--- config.mk ---
export PLATFORM = sky130hd
export DESIGN_NAME = cp0_exc_ctrl
export DESIGN_NICKNAME = d
export VERILOG_FILES = /design/src/rtl/cp0_exc_ctrl.sv
export SDC_FILE = /design/constraint.sdc
export NUM_CORES = 1
export LEC_CHECK = 0
export CAP_MARGIN = 20
export CORE_UTILIZATION = 37
export DETAILED_ROUTE_END_ITERATION = 7
export GPL_ROUTABILITY_DRIVEN = 0
export PLACE_DENSITY = 0.78
export SKIP_CTS_REPAIR_TIMING = 1
export SLEW_MARGIN = 30
export SYNTH_ARGS = -nofsm -noshare
export SYNTH_HDL_FRONTEND = slang
export SYNTH_SLANG_ARGS = --single-unit
--- constraint.sdc ---
create_clock -name clk -period 2.05 [get_ports clk]
set_clock_uncertainty 0.05 [all_clocks]
set_input_delay 0.41 -clock clk [delete_from_list [all_inputs] [get_ports clk]]
set_output_delay 0.41 -clock clk [all_outputs]
set_load 0.02 [all_outputs]
--- src/rtl/cp0_exc_ctrl.sv ---
// Coprocessor-0 exception/interrupt controller at the M stage: arbitrates
// exceptions vs. interrupts, records SR/Cause/EPC and serves mfc0/mtc0/eret.
module cp0_exc_ctrl #(
  parameter logic [31:0] PRID = 32'h2022_0001
) (
  input  logic        clk,
  input  logic        reset,
  input  logic [31:0] PCM,
  input  logic        ValidM,
  input  logic        ExcOccurM,
  input  logic [4:0]  ExcCodeM,
  input  logic        ExcBDM,
  input  logic [5:0]  HWInt,
  input  logic        WeCP0,
  input  logic        EretM,
  input  logic [4:0]  RAddr,
  input  logic [4:0]  WAddr,
  input  logic [31:0] DIn,
  output logic [31:0] DOut,
  output logic        IntReq,
  output logic [31:0] EPCOut
);

  localparam logic [4:0] ADDR_SR    = 5'd12;
  localparam logic [4:0] ADDR_CAUSE = 5'd13;
  localparam logic [4:0] ADDR_EPC   = 5'd14;
  localparam logic [4:0] ADDR_PRID  = 5'd15;

  logic [5:0]  sr_im_q, sr_im_d;
  logic        sr_exl_q, sr_exl_d;
  logic        sr_ie_q, sr_ie_d;
  logic        cause_bd_q, cause_bd_d;
  logic [5:0]  cause_ip_q;
  logic [4:0]  cause_exc_q, cause_exc_d;
  logic [29:0] epc_q, epc_d;

  logic        int_irq;
  logic        exc_acc;
  logic        int_req;
  logic [31:0] pc_sel;
  logic        unused_pc;

  // Interrupt decision uses the registered IP so HWInt has one cycle of latency.
  assign int_irq   = (|(cause_ip_q & sr_im_q)) & sr_ie_q & ~sr_exl_q & ValidM;
  assign exc_acc   = ExcOccurM & ValidM & ~sr_exl_q;
  assign int_req   = (int_irq | exc_acc) & ~reset;
  assign IntReq    = int_req;

  assign pc_sel    = ExcBDM ? (PCM - 32'd4) : PCM;
  assign unused_pc = ^pc_sel[1:0];

  assign EPCOut    = reset ? 32'd0 : {epc_q, 2'b00};

  always_comb begin
    sr_im_d     = sr_im_q;
    sr_exl_d    = sr_exl_q;
    sr_ie_d     = sr_ie_q;
    cause_bd_d  = cause_bd_q;
    cause_exc_d = cause_exc_q;
    epc_d       = epc_q;
    if (int_req) begin
      // The excepting instruction is cancelled, so any mtc0/eret it carries is dropped.
      sr_exl_d    = 1'b1;
      cause_bd_d  = ExcBDM;
      cause_exc_d = int_irq ? 5'd0 : ExcCodeM;
      epc_d       = pc_sel[31:2];
    end else begin
      if (WeCP0) begin
        case (WAddr)
          ADDR_SR: begin
            sr_im_d  = DIn[15:10];
            sr_exl_d = DIn[1];
            sr_ie_d  = DIn[0];
          end
          ADDR_EPC: epc_d = DIn[31:2];
          default: ;
        endcase
      end
      if (EretM && sr_exl_q) begin
        sr_exl_d = 1'b0;
      end
    end
  end

  always_ff @(posedge clk) begin
    if (reset) begin
      sr_im_q     <= 6'd0;
      sr_exl_q    <= 1'b0;
      sr_ie_q     <= 1'b0;
      cause_bd_q  <= 1'b0;
      cause_ip_q  <= 6'd0;
      cause_exc_q <= 5'd0;
      epc_q       <= 30'd0;
    end else begin
      sr_im_q     <= sr_im_d;
      sr_exl_q    <= sr_exl_d;
      sr_ie_q     <= sr_ie_d;
      cause_bd_q  <= cause_bd_d;
      cause_ip_q  <= HWInt;
      cause_exc_q <= cause_exc_d;
      epc_q       <= epc_d;
    end
  end

  always_comb begin
    DOut = 32'd0;
    case (RAddr)
      ADDR_SR:    DOut = {16'd0, sr_im_q, 8'd0, sr_exl_q, sr_ie_q};
      ADDR_CAUSE: DOut = {cause_bd_q, 15'd0, cause_ip_q, 3'd0, cause_exc_q, 2'b00};
      ADDR_EPC:   DOut = {epc_q, 2'b00};
      ADDR_PRID:  DOut = PRID;
      default:    DOut = 32'd0;
    endcase
  end

endmodule

==> summary.md <==
| Metric | Value |
|---|---|
| # rows | 34 |
| Setup-failing EPs final | 0 |
| Top cells by area, synth | dfxtp_1, mux2i_1, nor2b_1 |
| Setup slack after layout | approximately 0.0076 ns |
| Starting density of the core | 0.387 |
| Clk pin slew, worst setup/hold paths | 0.09 ns |
| Final Max Tran Viols | 0 |
| DRT Wirelength | 12000 um |
| Total GRT Usage | 0.232 |
| CTS H-Tree Depth | 2 |
| CP arrival | about 2.2 ns |
| Syn_area_per_cell | 8.50 um^2 |
| Number of fill cells | roughly 700 |
| Leak pwr | roughly 2.7 nW |
| Status | finished, violations left |
| Most common cell in the netlist | dfxtp_1 |
| Simple-Gate Fraction of Synth Area | 0.283 |
| Final period util | 0.996 |
| CTS tree | yes |
| Post-route DRC | 7 |
| Synth Area in Compound Gates | 0.183 |
| Synth warnings | 0 |
| Total CTS buffers | 5 |
| Seq cells post-synth | 50 |
| Clock root cell | clkbuf_8 |
| DIE WIDTH | 98.0 um |
| Worst min-delay path class | reg -> reg |
| ANT cells | 0 |
| Worst Setup End Kind | flop |
| Worst skew pair latency | around 0.3 ns |
| Die height | between 90 and 100 um |
| Num ports | 157 |
| Wirelength per Cell | approximately 17 um |
| XOR/XNOR share of the synthesized area | 0.0617 |
| Part of the Yosys area used for sequential elements | 0.294 |
| FMAX | between 400 and 500 MHz |
| Commonest cells in the netlist | dfxtp_1, nor2b_1, mux2i_1 |
| WP data required | between 2 and 2.5 ns |
| Max Root-Sink Buffers | 2 |
| Number of global-route vias before repair | between 3000 and 4000 |
| DR WL met3 | between 400 and 500 um |
| Share of the synthesized area in the top cell type | 0.294 |
| Initial antenna violation count | 0 |
| Area Overhead vs Synth | 70.1% |
| # port buffers | 152 |
| Largest family of logic cells by synthesized area | simple AND/OR/NAND/NOR gates |
| Largest net degree at the start of global routing | a little under 50 |
| Total number of vias | between 3000 and 4000 |
| Power per Cell Area | 413 mW/mm^2 |
| Synth Flop Type | dfxtp_1 |
| Placed instance count | 702 |
| Core area | between 0.008 and 0.009 mm^2 |
| Global-route wire length before repair | around 18000 um |
| Failing checks | design-rule violations |
| Post-Syn Area | 0.00341 mm^2 |
| Worst-path fanout max | 6 |
| Met2 Wirelength | between 6000 and 7000 um |
| Critical path class | in -> reg |
| Post-Route Utilization | 0.658 |
| Antenna-violating nets left | 0 |
| Number of enable flip-flop cells after synthesis | 0 |
| Adder-Cell Fraction of Synth Area | 0.00367 |
| Post-route minimum period | 2.04 ns |
| Layout cells sized above 1 | 0.222 |
| Largest area contributor in the netlist | dfxtp_1 |
| Worst VDD drop | between 0.0003 and 0.0004 V |
| Dpl hpwl | 9140 um |
| Pwr Total | roughly 2.4 mW |
| Final Net Count | 699 |
| Grt ovf | 0 |
| Yosys cell types | between 50 and 60 |
| Max Cap Violations | 0 |
| Post-synth ARST share | 0 |
| Post-Layout Cell Count | 715 |
| Die area | about 0.0096 mm^2 |
| Hold Fails Final Rpt | 0 |
| WL met1 | 5140 um |
| Synthesized instance count | 401 |
| DRT Pass-1 Iters | 8 |
| Post-place setup slack | -0.725 ns |
| Uppermost layer routed | met4 |
| CTS Sinks | 50 |
| Critical path startpoint category | input port |
| Starting DRC count in detailed routing | roughly 200 |
| Vias per cell | between 5 and 6 |
| Mux cell area share after synthesis | 0.112 |
-- final cells by class --
class,instances,area [um^2],area share
repair buffers,228,2200,0.380
well taps,108,135,0.0233
inverters,2,7.51,0.00130
flip-flops and latches,50,1000,0.173
clock inverters,3,40.0,0.00691
multi-input cells,319,2340,0.404
clock buffers,5,68.8,0.0119
-- sequential cells by signal, summed over array words and instances, names as in the netlist --
name and count:
sr_exl_q 1, sr_ie_q 1, cause_bd_q 1, cause_ip_q 6, epc_q 30, sr_im_q 6
cause_exc_q 5
-- critical path, cell delays in order --
cell             delay (ns)
clkdlybuf4s50_1        0.42
or3_4                  0.35
nor4b_4                0.24
buf_4                  0.19
buf_6                  0.10
nand4_1                0.15
xor2_2                 0.23
a21oi_2                0.12
-- cells in the final DEF, fill, tap and decap left out, types with 6 or more instances in the layout --
cell	instances
dlymetal6s2s_1	34
buf_2	6
nor2b_1	41
a21o_1	13
clkdlybuf4s50_1	103
nor2_1	27
dfxtp_1	50
buf_4	70
a22oi_1	9
nand3_1	12
a21oi_1	26
mux2i_1	38
nand2_1	20
buf_6	6
xnor2_1	10
a211oi_1	11
a22o_1	6
and3_1	16
xor2_1	11
-- kinds of logic (layout without fill, tap and decap cells) --
family                   after synthesis  after routing
AO/OA/AOI/OAI                         90             90
XOR/XNOR                              24             24
adder cells (fa/ha/maj)                1              1
buffers and inverters                 33            238
flip-flops                            50             50
multiplexers                          38             38
other                                  1              2
AND/OR/NAND/NOR                      164            164
-- metal layers --
metal	GRT usage	vias to the layer above
met5	0	-
met4	0.0862	0
met3	0.0222	18
met2	0.410	116
met1	0.292	1771
li1	-	1844
-- where the power goes --
| group | total [mW] | switching, mW | internal (mW) |
|---|---|---|---|
| clock | 0.694 | 0.334 | 0.360 |
| combinational | 0.646 | 0.279 | 0.368 |
| sequential | 1.06 | 0.0370 | 1.02 |
-- stage by stage --
stage | TNS [ns] | hold slack [ns] | instance area [um^2]
finish | 0 | 0.422 | 5790
global placement | -27.18 | 0.406 | 5460
CTS | -20.13 | 0.425 | 5570
floorplan | 0 | 0.385 | 3420
detailed placement | -29.54 | 0.410 | 5460
global route | -0.129 | 0.446 | 5790
-- final timing paths --
kind                      startpoint  slack (ns)  cells after the start                 endpoint
min          cause_bd_q$_SDFFE_PP0N_        0.42                      2  cause_bd_q$_SDFFE_PP0N_
max                           PCM[7]       0.008                      8   epc_q[28]$_SDFFE_PP0P_
max reg2reg  sr_im_q[2]$_SDFFE_PP0P_        0.26                      6   epc_q[27]$_SDFFE_PP0P_
min reg2reg  cause_bd_q$_SDFFE_PP0N_        0.42                      2  cause_bd_q$_SDFFE_PP0N_
(Power assumes the default switching activity.)
